--- config.mk ---
export PLATFORM = sky130hd
export DESIGN_NAME = execute_stage
export DESIGN_NICKNAME = d
export VERILOG_FILES = /design/src/rtl/execute_stage.sv
export SDC_FILE = /design/constraint.sdc
export NUM_CORES = 1
export LEC_CHECK = 0
export CAP_MARGIN = 30
export CORE_AREA = 3 3 141 143
export CTS_CLUSTER_SIZE = 12
export DETAILED_ROUTE_END_ITERATION = 8
export DIE_AREA = 0 0 144 146
export SLEW_MARGIN = 20
export SYNTH_ARGS = -nofsm -noshare
export SYNTH_HDL_FRONTEND = slang
export SYNTH_SLANG_ARGS = --single-unit
--- constraint.sdc ---
create_clock -name clk -period 2.25 [get_ports clk]
set_input_delay 0.3375 -clock clk [delete_from_list [all_inputs] [get_ports clk]]
set_output_delay 0.3375 -clock clk [all_outputs]
set_load 0.005 [all_outputs]
--- src/rtl/execute_stage.sv ---
// rtl/execute_stage.sv - EX stage: operand forwarding, ALU control decode, EX/MEM pipeline register
module execute_stage #(
  parameter int WORD_WIDTH = 32
) (
  input  logic                  clk,
  input  logic                  reset,
  input  logic                  id_valid,
  input  logic [WORD_WIDTH-1:0] id_a,
  input  logic [WORD_WIDTH-1:0] id_b,
  input  logic [WORD_WIDTH-1:0] id_imm,
  input  logic                  id_alu_src,
  input  logic [1:0]            id_alu_op,
  input  logic [5:0]            id_funct,
  input  logic [4:0]            id_dest,
  input  logic [4:0]            id_ctrl,
  input  logic [1:0]            fwd_a_sel,
  input  logic [1:0]            fwd_b_sel,
  input  logic [WORD_WIDTH-1:0] exm_fwd_data,
  input  logic [WORD_WIDTH-1:0] wb_fwd_data,
  input  logic                  stall,
  input  logic                  flush,
  output logic [WORD_WIDTH-1:0] alu_a,
  output logic [WORD_WIDTH-1:0] alu_b,
  output logic [3:0]            alu_opcode,
  input  logic [WORD_WIDTH-1:0] alu_result,
  input  logic                  alu_zero,
  output logic                  exm_valid,
  output logic                  exm_zero,
  output logic                  exm_illegal,
  output logic [WORD_WIDTH-1:0] exm_result,
  output logic [WORD_WIDTH-1:0] exm_store_data,
  output logic [4:0]            exm_dest,
  output logic [4:0]            exm_ctrl
);

  localparam logic [3:0] OP_AND = 4'b0000;
  localparam logic [3:0] OP_OR  = 4'b0001;
  localparam logic [3:0] OP_ADD = 4'b0010;
  localparam logic [3:0] OP_SUB = 4'b0110;
  localparam logic [3:0] OP_NOR = 4'b1100;

  logic [WORD_WIDTH-1:0] fwd_b;
  logic                  illegal;

  // Forwarding muxes: EX/MEM (10) and MEM/WB (01) bypass the register file; 00 and 11 use it
  always_comb begin
    case (fwd_a_sel)
      2'b10:   alu_a = exm_fwd_data;
      2'b01:   alu_a = wb_fwd_data;
      default: alu_a = id_a;
    endcase
    case (fwd_b_sel)
      2'b10:   fwd_b = exm_fwd_data;
      2'b01:   fwd_b = wb_fwd_data;
      default: fwd_b = id_b;
    endcase
    alu_b = id_alu_src ? id_imm : fwd_b;
  end

  // ALU control: coarse class from main control, R-type refined by funct; unknown funct flagged
  always_comb begin
    alu_opcode = OP_ADD;
    illegal    = 1'b0;
    case (id_alu_op)
      2'b00: alu_opcode = OP_ADD;
      2'b01: alu_opcode = OP_SUB;
      2'b11: alu_opcode = OP_OR;
      default: begin
        case (id_funct)
          6'b100000: alu_opcode = OP_ADD;
          6'b100010: alu_opcode = OP_SUB;
          6'b100100: alu_opcode = OP_AND;
          6'b100101: alu_opcode = OP_OR;
          6'b100111: alu_opcode = OP_NOR;
          default: begin
            alu_opcode = OP_ADD;
            illegal    = 1'b1;
          end
        endcase
      end
    endcase
  end

  // EX/MEM register: reset > flush > stall > load; an invalid slot loads with no side effects
  always_ff @(posedge clk) begin
    if (reset || flush) begin
      exm_valid      <= 1'b0;
      exm_zero       <= 1'b0;
      exm_illegal    <= 1'b0;
      exm_result     <= '0;
      exm_store_data <= '0;
      exm_dest       <= '0;
      exm_ctrl       <= '0;
    end else if (!stall) begin
      exm_valid      <= id_valid;
      exm_zero       <= alu_zero;
      exm_illegal    <= illegal & id_valid;
      exm_result     <= alu_result;
      exm_store_data <= fwd_b;
      exm_dest       <= id_dest;
      exm_ctrl       <= id_valid ? id_ctrl : 5'd0;
    end
  end

endmodule
==> flow_metrics.py, run 1 <==
metrics = {
    "outcome": {
        "status": "completed",
    },
    "pwr": {
        "vdd_ir_drop_max_uv": 285,
        "power.density_mw_per_mm2": 490,
        "p_leak_uw": 0.00380,
        "finalPower_uw": 4600,
    },
    "worst_setup_path": {
        "crit_buf_inv": 5,
        "startpoint": "fwd_b_sel[0]",
        "critPathLaunchType": "input pin",
        "cp_cell_sequence": "dlygate4sd2_1 -> buf_4 -> ha_4 -> buf_12 -> buf_4 -> a221oi_4 -> o31ai_2 -> dlygate4sd2_1",
        "r2r-start": "exm_illegal",
        "max_stage_delay_ns": 0.29,
        "crit_required_ns": 1.91,
        "path_max_fanout": 9,
        "critical-path-slowest-cell": "a221oi_4",
        "cpLargestDelayFamily": "buffers and inverters",
        "worstPathArrival_ns": 1.89,
        "crit_path_end_kind": "output pin",
        "crit_type": "in -> out",
    },
    "logic_synthesis": {
        "synth_mux_area_share_pct": 8.62,
        "synth_compound_area_share_pct": 26.3,
        "synth_edf_count": 0,
        "yosys.area.top_type": "dfxtp_1",
        "synth.most_common_cell": "nand2_1",
        "yosys_warnings": 0,
        "synth_seq_area_share_pct": 34.9,
        "ys.flop_type": "dfxtp_1",
        "syn_nets": 793,
        "synthCells": 568,
        "synthTopCellsByCount": "nand2_1, dfxtp_1, nor2_1, mux2i_1, a22oi_1",
        "synth_top_family_by_area": "compound AO/OA/AOI/OAI gates",
        "syn-cell-area_mm2": 0.00441,
        "syn_area_per_cell_um2": 7.77,
        "synth-simple-area-share_pct": 22.7,
        "synth_cell_types": 27,
        "async_flop_share_pct": 0,
        "synth_seq_cells": 77,
        "synth_area_leaders": "dfxtp_1, mux2i_1, nand2_1",
        "synth_xor_area_share_pct": 0.198,
        "synth_fa_ha_area_share_pct": 1.13,
        "synth_top_area_share_pct": 34.9,
    },
    "placement": {
        "io_buffers": 365,
        "place_congestion": 0.853,
        "placedCellCount": 1161,
        "hpwl_um": 17400,
        "place_area_mm2": 0.00860,
    },
    "sta": {
        "post-route-period-util_pct": 99.2,
        "hold_violations": 0,
        "rsz0062_at_grt": "yes",
        "final_max_slew_viol_count": 0,
        "clock.fmax_ghz": 0.448,
        "setup_viol": 0,
        "worst-slew-pin-transition_ns": 0.434,
        "whs_ns": 0.427,
        "slew_headroom_pct": 71.0,
        "fin_skew_ns": 0,
        "min_period_ns": 2.23,
    },
    "finish": {
        "nets": 1183,
        "final-instance-count-excl-fill": 1198,
        "final_area_mm2": 0.00939,
        "drive_above_1_share_pct": 13.4,
        "syn_to_final_growth_pct": 113,
    },
    "grt": {
        "track_usage_pct": 21.0,
        "top_usage_layer": "met2",
        "grt_overflow_total": 0,
        "grt_max_degree": 58,
        "grtUsageMet1_pct": 25.1,
        "grt_pass1_vias": 5783,
        "grt_pass1_wl_um": 33900,
        "grt_util_met2_pct": 35.0,
        "grt_use_met3_pct": 7.36,
        "antenna_found_initial": 1,
    },
    "floorplanning": {
        "dieHeight_um": 146,
        "start_util_pct": 23.6,
        "rows": 50,
        "die-area_mm2": 0.0210,
        "die_x_um": 144,
        "core_mm2": 0.0187,
        "pin_count": 366,
    },
    "routing": {
        "drc": 0,
        "antenna_left": 0,
        "routed_wl_um": 23800,
        "avgViaCountPerCell": 4.87,
        "vias": 5836,
        "dr.first_iter.drc_count": 279,
        "wl_per_cell_um": 19.9,
        "drt_pre_antenna_iters": 4,
    },
    "clocking": {
        "cts_tree": "built",
        "clk_pin_slew_worst_paths_ns": 0.07,
        "insertion_delay_ns": 0.34,
        "clock_path_buffers": 2,
        "cts_hold_buf": 0,
        "cts_max_level": 3,
        "cts_root_buf": "clkbuf_16",
        "cts_buffers": 9,
        "cts.sinks": 77,
    },
    "job": {
        "maxCapViolCount": 0,
    },
    "min_path": {
        "hold_path_class": "in -> reg",
        "worstHoldStart": "stall",
    },
}
==> path summary, 6_finish.rpt <==
| kind | slack, ns | end | cells after the start |
|---|---|---|---|
| setup reg to reg | 1.49 | exm_illegal | 2 |
| setup / recovery | 0.02 | alu_b[15] | 8 |
| hold / removal | 0.43 | exm_store_data[20] | 3 |
| hold reg to reg | 0.46 | exm_store_data[25] | 2 |
==> cell families after synthesis <==
kind of cell             after synthesis
XOR/XNOR                               1
adder cells (fa/ha/maj)                4
AND/OR/NAND/NOR                      217
flip-flops                            77
buffers and inverters                 59
multiplexers                          38
AO/OA/AOI/OAI                        172
==> per-stage QoR <==
step | setup WS (ns) | utilization, % | setup TNS, ns
6_report | 0.0179 | 50.2 | 0
5_1_grt | -0.0495 | 50.2 | -0.130
4_1_cts | 0.000188 | 49.1 | 0
3_5_place_dp | -0.565 | 46.0 | -25.99
3_3_place_gp | -0.559 | 46.0 | -26.41
2_1_floorplan | 0.604 | - | 0
==> power breakdown <==
| part | total (uW) | switching [uW] | internal [uW] |
|---|---|---|---|
| clock | 1520 | 651 | 871 |
| combinational | 1640 | 664 | 975 |
| sequential | 1430 | 23.7 | 1410 |
| total | 4600 | 1340 | 3260 |
==> flip-flops by register name (all words and copies together) (netlist names) <==
register and flops:
exm_illegal 1, exm_result 32, exm_zero 1, exm_valid 1
exm_dest 5, exm_ctrl 5, exm_store_data 32
==> placed cells by master (no fill, tap or decap), types with 3 or more instances in the layout <==
cell and instances:
clkdlybuf4s50_1 298, nand2_1 98, dfxtp_1 77, dlygate4sd2_1 46
nor2_1 45, buf_4 45, mux2i_1 38, a22oi_1 36
a21oi_1 34, or3_1 32, nor2b_1 31, o31ai_1 29
o21ai_0 26, a221oi_2 19, buf_12 12, clkbuf_16 11
a221oi_1 10, o21ai_1 8, buf_2 7, dlymetal6s2s_1 7
buf_6 6, ha_4 4, clkdlybuf4s15_1 4, inv_1 3
a221oi_4 3, o31ai_2 3
==> worst reg2reg max path, cell delays in order, from the launching register on <==
cell and delay, ns:
dfxtp_1 0.36, a21oi_1 0.08, a311oi_1 0.24
==> area by class of cell <==
type	count	area [um^2]
multi-input cells	432	2850
fillers	1832	9320
inverters	5	18.8
repair buffers	433	4380
well taps	234	293
clock buffers	10	229
clock inverters	6	71.3
diodes	1	2.50
flip-flops and latches	77	1540
==> what timing repair did <==
action / in CTS / in global routing
gates cloned: 4 / 2
gates resized for setup: 119 / 29
pin swaps: 6 / 8
setup endpoints to repair: 67 / 35
setup buffers: 5 / 9
==> per-layer routing <==
metal  wire length, um  share of wire [%]
met3              2290                9.6
met2             11500                 48
met5                 0                  0
met4               522                2.2
met1              9510                 40
No activity file was read; power rests on OpenSTA's default activity.
==> inputs of run 2 (changes only) <==
- CORE_AREA: 3 3 141 143 -> 2 2 144 146
- CTS_BUF_LIST: default -> sky130_fd_sc_hd__clkbuf_16
- DIE_AREA: 0 0 144 146 -> 0 0 146 148
==> flow_metrics.py, run 2 (synthesis results as in run 1) <==
metrics = {
    "outcome": {
        "status": "completed",
    },
    "min_path": {
        "hold_path_class": "in -> reg",
    },
    "floorplanning": {
        "core_mm2": 0.0200,
        "die-area_mm2": 0.0216,
        "start_util_pct": 22.0,
        "dieHeight_um": 148,
        "die_x_um": 146,
        "rows": 52,
        "pin_count": 366,
    },
    "finish": {
        "fillers": 2004,
        "nets": 1173,
        "final-instance-count-excl-fill": 1223,
        "final_common_cell": "clkdlybuf4s50_1",
        "drive_above_1_share_pct": 14.7,
        "post-route-util_pct": 47.9,
        "mostFrequentLayoutCells": "clkdlybuf4s50_1, nand2_1, dfxtp_1",
        "reg_top3": "exm_result (32), exm_store_data (32)",
        "syn_to_final_growth_pct": 117,
    },
    "sta": {
        "slew_headroom_pct": 74.3,
        "final_max_slew_viol_count": 0,
        "rsz0062_at_grt": "yes",
        "worst-slew-pin-transition_ns": 0.386,
        "setup_tns_ns": 0,
        "fin_skew_ns": 0,
        "clock.fmax_ghz": 0.453,
        "setup_viol": 0,
        "whs_ns": 0.430,
        "post-route-period-util_pct": 98.0,
        "min_period_ns": 2.21,
        "hold_violations": 0,
        "setup_slack_ns": 0.0446,
    },
    "pwr": {
        "p_seq_share_pct": 30.1,
        "clockPowerShare_pct": 35.1,
        "combPwrFrac_pct": 34.7,
        "switching_share_pct": 27.0,
        "p_sw_uw": 1290,
        "power.density_mw_per_mm2": 496,
        "p_int_uw": 3470,
        "p_leak_uw": 0.00379,
        "vdd_ir_drop_max_uv": 279,
    },
    "clocking": {
        "clock_path_buffers": 2,
        "cts_root_buf": "clkbuf_16",
        "insertion_delay_ns": 0.33,
        "cts_hold_buf": 0,
        "cts_max_level": 3,
        "cts_tree": "built",
        "cts_buffers": 9,
        "clk_pin_slew_worst_paths_ns": 0.06,
        "cts.sinks": 77,
    },
    "placement": {
        "place_congestion": 0.879,
        "hpwl_um": 16500,
        "placedCellCount": 1196,
        "io_buffers": 365,
        "post-place-ws_ns": -0.732,
    },
    "routing": {
        "routed_wl_um": 22300,
        "avgViaCountPerCell": 4.76,
        "drc": 0,
        "vias": 5826,
        "antenna_left": 0,
        "dr.first_iter.drc_count": 209,
        "wl_per_cell_um": 18.2,
        "drt_pre_antenna_iters": 4,
    },
    "worst_setup_path": {
        "crit_path_end_kind": "output pin",
        "path_max_fanout": 10,
        "rrSetupSlack_ns": 1.46,
        "r2r-start": "exm_illegal",
        "worst-path-stages": 8,
        "reg2reg_depth": 2,
        "critPathLaunchType": "input pin",
        "crit_buf_inv": 5,
        "crit_type": "in -> out",
        "critical-path-slowest-cell": "bufbuf_16",
        "cp_cell_sequence": "dlygate4sd2_1 -> inv_2 -> ha_4 -> bufbuf_16 -> buf_4 -> nor2b_1 -> o31ai_1 -> buf_2",
        "max_stage_delay_ns": 0.29,
        "cp-endpoint": "alu_b[3]",
        "cpLargestDelayFamily": "buffers and inverters",
        "worstPathArrival_ns": 1.87,
        "reg2reg_to": "exm_illegal",
        "startpoint": "fwd_b_sel[0]",
        "crit_required_ns": 1.91,
    },
    "grt": {
        "grt_max_degree": 54,
        "grt_pass1_wl_um": 33800,
        "antenna_found_initial": 2,
        "grt_pass1_vias": 5881,
        "track_usage_pct": 20.1,
        "grt_overflow_total": 0,
    },
    "job": {
        "maxCapViolCount": 0,
    },
}
[run 2: changes by cell type in the layout (fill, tap and decap cells not counted), moves of 3 or more]
| cell | change |
|---|---|
| dlygate4sd2_1 | -17 |
| a221oi_4 | +11 |
| buf_4 | -11 |
| a221oi_1 | -10 |
| clkdlybuf4s50_1 | +9 |
| clkbuf_2 | +6 |
| buf_8 | +4 |
| buf_12 | +3 |
| buf_6 | -3 |
| o31ai_1 | -3 |
| o31ai_2 | +3 |
[run 2: worst min-delay path by stage]
| stage | cells past startpoint | start | end | slack, ns |
|---|---|---|---|---|
| floorplan | 2 | exm_store_data[10] | exm_store_data[10] | 0.46 |
| global placement | 2 | exm_store_data[15] | exm_store_data[15] | 0.45 |
| detailed placement | 2 | exm_store_data[6] | exm_store_data[6] | 0.45 |
| CTS | 3 | stall | exm_store_data[16] | 0.41 |
| global route | 3 | stall | exm_store_data[16] | 0.43 |
| finish | 3 | stall | exm_store_data[15] | 0.43 |
[run 2: what timing repair did]
| item | CTS | global route |
|---|---|---|
| gates resized for setup | 141 | 51 |
| endpoints found under the setup margin | 65 | 42 |
| pin swaps | 22 | 12 |
| setup buffers | 8 | 0 |
| cloned | 3 | 0 |
[run 2: area by class of cell]
class	count	area (um^2)	share of cell area [%]
Antenna cell	1	2.50	0.0261
Clock inverter	6	113	1.17
Timing Repair Buffer	423	4300	44.8
Clock buffer	9	225	2.35
Sequential cell	77	1540	16.1
Inverter	5	18.8	0.196
Multi-Input combinational cell	432	3060	31.9
Tap cell	270	338	3.52
[run 2: metrics by stage]
stage          total power (uW)  area, um^2
6_report                   4760        9590
2_1_floorplan              1970        4410
5_1_grt                    5010        9590
3_5_place_dp               2950        8620
3_3_place_gp               2960        8620
4_1_cts                    4810        9490
[run 2: worst reg2reg max path: cells and delay by family, from the launching register on]
family | cells | cell delay, ns
AO/OA/AOI/OAI | 2 | 0.34
flip-flops | 1 | 0.37
[run 2: routing by layer]
| metal | vias to the layer above | share of wire [%] | GRT usage [%] |
|---|---|---|---|
| met5 | - | 0.058 | 0 |
| met4 | 2 | 2.4 | 6.50 |
| met2 | 269 | 47 | 33.7 |
| met1 | 2687 | 43 | 24.5 |
| li1 | 2831 | - | - |
| met3 | 37 | 7.9 | 6.42 |
[run 2: power by group through the flow]
stage	clock network (uW)	logic (uW)	registers, uW
after floorplan	0	498	1470
after global placement	0	1490	1460
after detailed placement	0	1490	1470
after CTS	1740	1640	1430
after global routing	1800	1780	1440
final	1670	1650	1430
